**config.mk**
```make
export PLATFORM = sky130hd
export DESIGN_NAME = branch_resolver
export DESIGN_NICKNAME = d
export VERILOG_FILES = /design/src/rtl/branch_resolver.sv
export SDC_FILE = /design/constraint.sdc
export NUM_CORES = 1
export LEC_CHECK = 0
export ABC_CLOCK_PERIOD_IN_PS = 11200
export CAP_MARGIN = 20
export CORE_MARGIN = 5
export CORE_UTILIZATION = 59
export CTS_CLUSTER_DIAMETER = 120
export DETAILED_ROUTE_END_ITERATION = 10
export GPL_TIMING_DRIVEN = 0
export PLACE_DENSITY_LB_ADDON = 0.25
export SLEW_MARGIN = 20
export SYNTH_ARGS = -nofsm -noshare
export SYNTH_HDL_FRONTEND = slang
export SYNTH_SLANG_ARGS = --single-unit
```
**constraint.sdc**
```tcl
create_clock -name i_clk -period 11.2 [get_ports i_clk]
set_input_delay 1.12 -clock i_clk [delete_from_list [all_inputs] [get_ports i_clk]]
set_output_delay 1.12 -clock i_clk [all_outputs]
set_load 0.01 [all_outputs]
```
**src/rtl/branch_resolver.sv**
```systemverilog
// Branch resolver: execute-side partner of the fetch branch predictor.
// Holds an in-order queue of fetch predictions, compares the oldest one against
// the resolved outcome, emits the predictor update, and on a mispredict issues a
// fetch redirect plus a fixed-length pipeline flush. Also keeps saturating
// branch / mispredict statistics.
module branch_resolver #(
    parameter int unsigned WIDTH_PC     = 32,
    parameter int unsigned DEPTH        = 4,
    parameter int unsigned FLUSH_CYCLES = 2,
    parameter int unsigned CNT_WIDTH    = 16
) (
    input  logic                i_clk,
    input  logic                i_rst,
    // Prediction push from fetch
    input  logic                i_pred_valid,
    input  logic [WIDTH_PC-1:0] i_pred_pc,
    input  logic                i_pred_jump,
    input  logic [WIDTH_PC-1:0] i_pred_target,
    output logic                o_pred_ready,
    // Resolution from execute
    input  logic                i_ex_valid,
    input  logic                i_ex_taken,
    input  logic [WIDTH_PC-1:0] i_ex_target,
    // Predictor update
    output logic                o_upd_valid,
    output logic                o_upd_wrong,
    output logic [WIDTH_PC-1:0] o_upd_pc,
    output logic [WIDTH_PC-1:0] o_upd_target,
    // Fetch redirect and flush
    output logic                o_redirect_valid,
    output logic [WIDTH_PC-1:0] o_redirect_pc,
    output logic                o_flush,
    // Status and statistics
    output logic                o_underflow_err,
    output logic [CNT_WIDTH-1:0] o_branch_cnt,
    output logic [CNT_WIDTH-1:0] o_mispredict_cnt
);

    localparam int unsigned PTR_W  = $clog2(DEPTH);
    localparam int unsigned QCNT_W = $clog2(DEPTH + 1);
    localparam int unsigned FL_W   = $clog2(FLUSH_CYCLES + 1);

    localparam logic [PTR_W-1:0]    PTR_ONE    = PTR_W'(1);
    localparam logic [QCNT_W-1:0]   QCNT_ONE   = QCNT_W'(1);
    localparam logic [QCNT_W-1:0]   QCNT_DEPTH = QCNT_W'(DEPTH);
    localparam logic [FL_W-1:0]     FL_ONE     = FL_W'(1);
    localparam logic [FL_W-1:0]     FL_LOAD    = FL_W'(FLUSH_CYCLES);
    localparam logic [WIDTH_PC-1:0] PC_STEP    = WIDTH_PC'(4);
    localparam logic [CNT_WIDTH-1:0] CNT_ONE   = CNT_WIDTH'(1);

    typedef enum logic [0:0] {
        StIdle,
        StFlush
    } state_e;

    // Control state
    state_e              r_state;
    logic [FL_W-1:0]     r_flush_cnt;
    logic                r_flush;

    // Prediction queue (circular buffer)
    logic [WIDTH_PC-1:0] r_q_pc     [DEPTH];
    logic                r_q_jump   [DEPTH];
    logic [WIDTH_PC-1:0] r_q_target [DEPTH];
    logic [PTR_W-1:0]    r_wr_ptr;
    logic [PTR_W-1:0]    r_rd_ptr;
    logic [QCNT_W-1:0]   r_count;

    // Registered resolution outputs
    logic                r_upd_valid;
    logic                r_upd_wrong;
    logic [WIDTH_PC-1:0] r_upd_pc;
    logic [WIDTH_PC-1:0] r_upd_target;
    logic                r_redirect_valid;
    logic [WIDTH_PC-1:0] r_redirect_pc;
    logic                r_underflow;
    logic [CNT_WIDTH-1:0] r_branch_cnt;
    logic [CNT_WIDTH-1:0] r_mispredict_cnt;

    // Combinational decode
    logic                w_idle;
    logic                w_ready;
    logic                w_empty;
    logic                w_push;
    logic                w_pop;
    logic                w_underflow;
    logic                w_mispredict;
    logic [WIDTH_PC-1:0] w_head_pc;
    logic                w_head_jump;
    logic [WIDTH_PC-1:0] w_head_target;
    logic [WIDTH_PC-1:0] w_next_pc;
    logic                w_wrong;

    // Queue handshake: ready depends only on registered state, never on ex_valid
    always_comb begin
        w_idle      = (r_state == StIdle);
        w_empty     = (r_count == '0);
        w_ready     = w_idle && (r_count < QCNT_DEPTH);
        w_push      = i_pred_valid && w_ready;
        w_pop       = i_ex_valid && w_idle && !w_empty;
        w_underflow = i_ex_valid && w_idle && w_empty;
    end

    // Compare the head prediction with the actual outcome
    always_comb begin
        w_head_pc     = r_q_pc[r_rd_ptr];
        w_head_jump   = r_q_jump[r_rd_ptr];
        w_head_target = r_q_target[r_rd_ptr];
        w_next_pc     = i_ex_taken ? i_ex_target : (w_head_pc + PC_STEP);
        // A not-taken/not-taken match is correct whatever the targets hold
        w_wrong       = (w_head_jump != i_ex_taken) ||
                        (i_ex_taken && (w_head_target != i_ex_target));
        w_mispredict  = w_pop && w_wrong;
    end

    // Queue storage; a push coinciding with a mispredict is discarded
    always_ff @(posedge i_clk) begin
        if (w_push && !w_mispredict) begin
            r_q_pc[r_wr_ptr]     <= i_pred_pc;
            r_q_jump[r_wr_ptr]   <= i_pred_jump;
            r_q_target[r_wr_ptr] <= i_pred_target;
        end
    end

    // Queue pointers and occupancy; mispredict empties the queue
    always_ff @(posedge i_clk) begin
        if (i_rst) begin
            r_wr_ptr <= '0;
            r_rd_ptr <= '0;
            r_count  <= '0;
        end else if (w_mispredict) begin
            r_wr_ptr <= '0;
            r_rd_ptr <= '0;
            r_count  <= '0;
        end else begin
            if (w_push) begin
                r_wr_ptr <= r_wr_ptr + PTR_ONE;
            end
            if (w_pop) begin
                r_rd_ptr <= r_rd_ptr + PTR_ONE;
            end
            // Simultaneous push and pop leaves occupancy unchanged
            if (w_push && !w_pop) begin
                r_count <= r_count + QCNT_ONE;
            end else if (w_pop && !w_push) begin
                r_count <= r_count - QCNT_ONE;
            end
        end
    end

    // Control FSM: timed flush after a mispredict, flush output registered
    always_ff @(posedge i_clk) begin
        if (i_rst) begin
            r_state     <= StIdle;
            r_flush_cnt <= '0;
            r_flush     <= 1'b0;
        end else begin
            case (r_state)
                StIdle: begin
                    if (w_mispredict) begin
                        r_state     <= StFlush;
                        r_flush_cnt <= FL_LOAD;
                        r_flush     <= 1'b1;
                    end
                end
                StFlush: begin
                    // Leaving on count 1 keeps flush high for exactly FLUSH_CYCLES cycles
                    if (r_flush_cnt == FL_ONE) begin
                        r_state     <= StIdle;
                        r_flush_cnt <= '0;
                        r_flush     <= 1'b0;
                    end else begin
                        r_flush_cnt <= r_flush_cnt - FL_ONE;
                    end
                end
                default: begin
                    r_state     <= StIdle;
                    r_flush_cnt <= '0;
                    r_flush     <= 1'b0;
                end
            endcase
        end
    end

    // Resolution outputs: one-cycle strobes, payload held between resolutions
    always_ff @(posedge i_clk) begin
        if (i_rst) begin
            r_upd_valid      <= 1'b0;
            r_upd_wrong      <= 1'b0;
            r_upd_pc         <= '0;
            r_upd_target     <= '0;
            r_redirect_valid <= 1'b0;
            r_redirect_pc    <= '0;
        end else begin
            r_upd_valid      <= w_pop;
            r_redirect_valid <= w_mispredict;
            if (w_pop) begin
                r_upd_wrong  <= w_wrong;
                r_upd_pc     <= w_head_pc;
                r_upd_target <= w_next_pc;
            end
            if (w_mispredict) begin
                r_redirect_pc <= w_next_pc;
            end
        end
    end

    // Saturating statistics counters
    always_ff @(posedge i_clk) begin
        if (i_rst) begin
            r_branch_cnt     <= '0;
            r_mispredict_cnt <= '0;
        end else begin
            if (w_pop && (r_branch_cnt != '1)) begin
                r_branch_cnt <= r_branch_cnt + CNT_ONE;
            end
            if (w_mispredict && (r_mispredict_cnt != '1)) begin
                r_mispredict_cnt <= r_mispredict_cnt + CNT_ONE;
            end
        end
    end

    // Sticky error: execute resolved a branch that fetch never queued
    always_ff @(posedge i_clk) begin
        if (i_rst) begin
            r_underflow <= 1'b0;
        end else if (w_underflow) begin
            r_underflow <= 1'b1;
        end
    end

    assign o_pred_ready     = w_ready;
    assign o_upd_valid      = r_upd_valid;
    assign o_upd_wrong      = r_upd_wrong;
    assign o_upd_pc         = r_upd_pc;
    assign o_upd_target     = r_upd_target;
    assign o_redirect_valid = r_redirect_valid;
    assign o_redirect_pc    = r_redirect_pc;
    assign o_flush          = r_flush;
    assign o_underflow_err  = r_underflow;
    assign o_branch_cnt     = r_branch_cnt;
    assign o_mispredict_cnt = r_mispredict_cnt;

endmodule

```
==> results of run 1 <==
[registers in the layout (all words and copies together) (netlist names), 2 cells and up, named ones only]
register          flops
r_rd_ptr              2
o_mispredict_cnt     16
r_flush_cnt           2
r_q_pc              128
o_upd_target         32
r_count               3
r_wr_ptr              2
r_q_target          128
o_branch_cnt         16
o_redirect_pc        32
r_q_jump              4
o_upd_pc             32
[report_power, final]
part	internal [mW]	switching (mW)
Clock	0.727	0.533
Sequential	1.87	0.140
Combinational	0.669	0.851
[area by class of cell]
type / count / share of cell area, %
sequential: 405 / 51.7
buffer: 69 / 1.76
clock buffer: 61 / 5.70
tap: 378 / 2.28
inverter: 19 / 0.344
timing repair buffer: 238 / 11.7
clock inverter: 12 / 0.254
multi-input combinational: 772 / 26.3
[logic make-up (layout without fill, tap and decap cells)]
group,count (synthesis),in the layout,share of synthesized area (%)
AOI/OAI and AO/OA,190,190,6.15
xor gates and xnor gates,72,72,3.90
adders and majority gates,10,10,0.800
buffers and inverters,88,399,2.64
DFF,405,405,64.6
muxes,99,99,10.5
and+or+nand+nor,401,401,11.4
[layer usage]
layer | share of wire [%] | GRT usage, % | vias up
met5 | 0 | 0 | -
met4 | 3.7 | 10.6 | 0
met3 | 10 | 6.24 | 101
met2 | 48 | 46.3 | 702
met1 | 38 | 38.2 | 5804
li1 | - | - | 5215
[Yosys cell counts, types with 3 or more instances]
cell type  number  area share, %
dfxtp_1       145             18
buf_2           4           0.12
o21ai_1        31           0.94
ha_1            9           0.68
buf_6          10           0.68
nand4_1        21           0.79
o22ai_1         5           0.19
o21ai_0        31           0.94
edfxtp_1      260             47
nor2b_1        17           0.64
and2_1          7           0.26
a21oi_1       104            3.1
mux2i_1        26            1.6
mux2_2         11           0.75
nor4_1         11           0.42
xnor2_1        49            2.6
buf_1           7           0.16
a211oi_1        8           0.36
and3_1         14           0.53
nand2_1       190            4.3
nand3_1        19           0.57
nand3b_1        3           0.14
mux4_2         58            7.9
nor3_1         15           0.45
and4_1          8           0.42
clkbuf_1       41           0.93
buf_4           7           0.32
xor2_1         21            1.1
nand2b_1        7           0.26
or3_1           7           0.26
mux2_1          4           0.27
nor2_1         69            1.6
o211ai_1        3           0.14
inv_1          19           0.43
[through the flow]
stage	utilization [%]	hold slack, ps	cell area, sq um	instances	setup slack, ps
final	74.6	455	20700	1954	6030
after global routing	74.6	484	20700	1954	6000
after CTS	74.6	457	20700	1954	6150
after detailed placement	70.2	448	19500	1881	5580
after global placement	69.8	443	19400	1877	3660
after floorplan	-	481	16600	1265	6100
[worst max-delay path, stage by stage]
cell             delay (ps)
clkdlybuf4s50_1         590
xnor2_1                 220
a2111oi_1               530
o211ai_1                170
or4_4                   520
nor4_4                  920
or2_1                   200
buf_4                   160
and3_4                  590
buf_12                  300
[how the worst max path moves through the flow]
| stage | from | to | slack (ps) | cells after the start |
|---|---|---|---|---|
| after global routing | i_ex_target[3] | r_q_target[3][18]$_DFFE_PP_ | 6000 | 10 |
| after global placement | i_ex_target[3] | r_q_target[3][23]$_DFFE_PP_ | 3660 | 9 |
| final | i_ex_target[3] | r_q_target[3][25]$_DFFE_PP_ | 6030 | 10 |
| after detailed placement | i_ex_target[3] | r_q_target[3][18]$_DFFE_PP_ | 5580 | 10 |
| after floorplan | i_ex_target[3] | r_q_jump[0]$_DFFE_PP_ | 6100 | 8 |
| after CTS | i_ex_target[3] | r_q_target[3][25]$_DFFE_PP_ | 6150 | 10 |
==> flow_summary_export.csv, run 1 <==
group,metric,value,unit
clock_tree,clock_latency,530,ps
yosys,synth_cell_types,53,
clock_tree,clk_pin_slew_worst_paths,60,ps
global_routing,antenna_found_initial,0,
critical_path,arrival,5370,ps
floorplan,die_y,178,um
final_layout,mostFrequentLayoutCell,"edfxtp_1",
clock_tree,cts_buffers,41,
route,drt_iter0_drc,1146,
route,routed_via_density,6.05,
sta,skew,20.4,ps
critical_path,cp-end-kind,"register",
route,drc,0,
yosys,synth.cell_area,16600,sq um
worst_hold_path,hold_depth,2,
yosys,synth-async-reset-ratio,0,%
worst_hold_path,hp-start,"o_upd_pc[30]$_SDFFE_PP0P_",
floorplan,core_area,27800,sq um
yosys,ys_seq_area_share,64.6,%
route,vias,11800,
sta,hold_violations,0,
pwr,static-leakage-power,6.77,nW
clock_tree,postCtsHoldBufs,0,
sta,min_period_over_period,46.1,%
floorplan,die_width,178,um
pwr,power.total,4.79,mW
yosys,synth_edf_count,260,
route,drt_pass1_iterations,5,
final_layout,n_fill_cell,1821,
pwr,max-vdd-ir-drop,191,uV
critical_path,start_kind,"input pin",
yosys,syn_area_per_cell,13.1,sq um
clock_tree,clock-sinks,405,
status,status,"completed",
clock_tree,cts_tree,"yes",
floorplan,rows,61,
worst_hold_path,min_path_type,"register to register",
global_routing,grt_pass1_wl,67400,um
final_layout,mostFrequentLayoutCells,"edfxtp_1, clkdlybuf4s50_1, nand2_1, dfxtp_1, a21oi_1",
sta,tightestPinTransition,1110,ps
clock_tree,cts-root-buf,"clkbuf_16",
final_layout,seqCellArea,10700,sq um
floorplan,die_area,31500,sq um
critical_path,cp_data_required_time,11400,ps
sta,fin_crit,5170,ps
floorplan,start_util,59.6,%
sta,slew_headroom,25.5,%
yosys,ys_ff_latch,405,
yosys,synth_ff_type,"edfxtp_1",
global_routing,grt_max_degree,38,
clock_tree,ctsResizeCount,0,
final_layout,multi_input_area,5450,sq um
yosys,synth-warning-count,0,
global_routing,track_usage,28.5,%
sta,grt_setup_unrepaired,"no",
sta,final-max-slew-violation-count,0,
route,wl_per_cell,23.5,um
worst_hold_path,min_to,"o_upd_pc[30]$_SDFFE_PP0P_",
critical_path,r2r-end,"r_q_target[3][25]$_DFFE_PP_",
yosys,syn_nets,1377,
clock_tree,cts_max_level,2,
flow_run,maxCapViolCount,0,
placed_design,gp_congestion,0.934,
sta,tns,0,ps
final_layout,antennaDiodeCount,0,
critical_path,worstSetupPathType,"input pin to register",
global_routing,first_global_vias,11500,
critical_path,r2r_slack,6310,ps
sta,max_freq,193,MHz
global_routing,grt_overflow_total,0,
final_layout,final_nets,1658,
critical_path,cp_max_fo,35,
route,finalWirelength,45900,um
yosys,synth_cells,1265,
placed_design,dp_hpwl,32800,um
final_layout,layout-drive-gt1-share,10.3,%
pwr,power.density,231,nW/um^2
floorplan,io_pins,236,
final_layout,syn_to_final_growth,25.1,%
sta,setup_viol,0,
clock_tree,cts_setup_buffers,0,
placed_design,port_buffers,234,
clock_tree,cts.path.max_buffers,3,
route,detail-route-antenna-nets,0,
critical_path,reg2regPathDepth,13,
No activity file was read; power rests on OpenSTA's default activity.
==> run 2, diff against run 1 <==
--- a/config.mk
+++ b/config.mk
@@ -5,10 +5,10 @@
 export SDC_FILE = /design/constraint.sdc
 export NUM_CORES = 1
 export LEC_CHECK = 0
-export ABC_CLOCK_PERIOD_IN_PS = 11200
+export ABC_CLOCK_PERIOD_IN_PS = 4800
 export CAP_MARGIN = 20
 export CORE_MARGIN = 5
-export CORE_UTILIZATION = 59
+export CORE_UTILIZATION = 55
 export CTS_CLUSTER_DIAMETER = 120
 export DETAILED_ROUTE_END_ITERATION = 10
 export GPL_TIMING_DRIVEN = 0
==> constraint.sdc (replaced) <==
create_clock -name i_clk -period 4.8 [get_ports i_clk]
set_input_delay 0.48 -clock i_clk [delete_from_list [all_inputs] [get_ports i_clk]]
set_output_delay 0.48 -clock i_clk [all_outputs]
set_load 0.01 [all_outputs]
==> run 2 against run 1 <==
Compared with the run above:
- clock skew decreased by 3.3 ps
- count of clock-buffer cells in the layout grew 4
- non-clock buffer count up 3
- combinational power up 130%
- global-route usage is 2.3 points lower
- total power grew 140%
- die area grew 6.9%
- routed wire length is 1.8% lower
- sequential power is 130% higher
- utilization is 4.2 points lower
- highest routed layer unchanged
==> flow_summary_export.csv, run 2 (synthesis gave the netlist of run 1 again) <==
group,metric,value,unit
status,status,"completed",
placed_design,placed_cell_area,19500,sq um
final_layout,multi_input_area,5450,sq um
critical_path,cp_max_fo,39,
final_layout,syn_to_final_growth,26.3,%
clock_tree,cts-root-buf,"clkbuf_16",
sta,fin_crit,4340,ps
critical_path,critPathMaxStageDelay,520,ps
clock_tree,cts.path.max_buffers,3,
sta,max_freq,230,MHz
floorplan,core_area,29700,sq um
route,routed_via_density,5.92,
final_layout,design_area,20900,sq um
sta,min_period_over_period,90.4,%
sta,final-max-slew-violation-count,0,
clock_tree,ctsResizeCount,0,
critical_path,cp_cell_sequence,"buf_4 -> buf_6 -> buf_4 -> buf_2 -> mux2i_1 -> o22ai_1 -> a211oi_1 -> nand4_1 -> nor4_4 -> or2_1 -> buf_4 -> and3_4 -> buf_16",
global_routing,grt_overflow_total,0,
critical_path,crit_slowest_cell,"and3_4",
critical_path,cp_data_required_time,5010,ps
final_layout,final_nets,1661,
final_layout,stdcell_count,1972,
sta,worst_slack,459,ps
sta,setup_viol,0,
global_routing,first_global_vias,11500,
final_layout,top_regs,"r_q_pc x128, r_q_target x128",
worst_hold_path,hold_depth,2,
clock_tree,clock_latency,540,ps
critical_path,cp-end-kind,"register",
final_layout,n_fill_cell,2065,
pwr,max-vdd-ir-drop,298,uV
placed_design,pre_cts_slack,91.5,ps
clock_tree,cts_buffers,41,
worst_hold_path,min_to,"o_upd_pc[23]$_SDFFE_PP0P_",
sta,tightestPinTransition,1080,ps
critical_path,arrival,4550,ps
route,vias,11700,
global_routing,grt_pass1_wl,67600,um
sta,grt_setup_unrepaired,"no",
critical_path,worstSetupPathType,"register to register",
route,drt_iter0_drc,1285,
critical_path,r2r_slack,460,ps
critical_path,crit_top_cell,"buf_4",
final_layout,layout-drive-gt1-share,10.9,%
global_routing,antenna_found_initial,1,
worst_hold_path,min_path_type,"register to register",
pwr,static-leakage-power,6.87,nW
placed_design,dp_cells,1893,
sta,skew,17.1,ps
placed_design,gp_congestion,0.920,
final_layout,post-route-util,70.4,%
final_layout,mostFrequentLayoutCell,"edfxtp_1",
global_routing,grt_max_degree,44,
clock_tree,cts_tree,"yes",
clock_tree,postCtsHoldBufs,0,
route,wl_per_cell,22.8,um
flow_run,maxCapViolCount,0,
final_layout,mostFrequentLayoutCells,"edfxtp_1, clkdlybuf4s50_1, nand2_1, dfxtp_1, a21oi_1",
sta,slew_headroom,27.7,%
clock_tree,clk_pin_slew_worst_paths,60,ps
floorplan,die_area,33700,sq um
floorplan,io_pins,236,
route,finalWirelength,45100,um
global_routing,track_usage,26.2,%
sta,hold_violations,0,
clock_tree,clock-sinks,405,
floorplan,die_width,184,um
floorplan,start_util,55.8,%
route,drt_pass1_iterations,6,
critical_path,reg2regPathDepth,13,
clock_tree,cts_max_level,2,
route,detail-route-antenna-nets,0,
final_layout,seqCellArea,10700,sq um
placed_design,port_buffers,234,
route,drc,0,
worst_hold_path,hp-start,"o_upd_pc[23]$_SDFFE_PP0P_",
placed_design,dp_hpwl,32200,um
floorplan,die_y,184,um
pwr,power.total,11.4,mW
floorplan,rows,63,
pwr,power.density,547,nW/um^2
critical_path,start_kind,"register",
critical_path,r2r-end,"r_q_target[1][23]$_DFFE_PP_",
## run 2: how the worst max path moves through the flow
stage,start,to,slack (ps),depth (start not counted)
3_5_place_dp,i_ex_target[3],r_q_pc[3][8]$_DFFE_PP_,90,10
2_1_floorplan,register,r_q_jump[0]$_DFFE_PP_,50,10
5_1_grt,register,r_q_target[1][10]$_DFFE_PP_,260,13
4_1_cts,register,r_q_pc[1][26]$_DFFE_PP_,190,13
6_report,register,r_q_target[1][23]$_DFFE_PP_,460,13
3_3_place_gp,i_ex_target[3],r_q_pc[0][9]$_DFFE_PP_,-2050,9
## run 2: metrics by stage
step,hold slack [ps],setup TNS (ps)
6_report,458,0
5_1_grt,476,0
4_1_cts,456,0
3_5_place_dp,448,0
3_3_place_gp,443,-520780
2_1_floorplan,481,0
## run 2: timing repair
action / in CTS / in global routing
buffers inserted: 0 / 3
endpoints found under the setup margin: 0 / 166
endpoints found under the hold margin: 0 / 0
## run 2: worst max-delay path: cells and delay by family (launching register included)
kind / cells / cell delay [ps]
flops: 1 / 310
mux: 1 / 350
simple gates: 4 / 1370
buf+inv: 6 / 1340
compound gates: 2 / 580
## run 2: final cells by class
class / instances / area share [%]
diodes: 1 / 0.0120
plain buffers: 69 / 1.75
clock buffers: 65 / 5.94
clock inverters: 10 / 0.616
inverters: 19 / 0.341
multi-input cells: 772 / 26.0
flip-flops and latches: 405 / 51.2
well taps: 390 / 2.33
repair buffers: 241 / 11.8
## run 2: power breakdown
| group | leakage, nW | total [mW] | internal [mW] | switching [mW] |
|---|---|---|---|---|
| Clock | 0.676 | 3.23 | 1.94 | 1.29 |
| Combinational | 2.64 | 3.55 | 1.57 | 1.98 |
| Sequential | 3.55 | 4.67 | 4.37 | 0.300 |
## run 2: per-layer routing
layer  up-vias  wire [um]  track usage, %
li1       5214          -               -
met1      5769      17700            35.8
met2       606      21400            42.4
met3        83       4540            5.76
met4         0       1390            8.58
met5         -          0               0
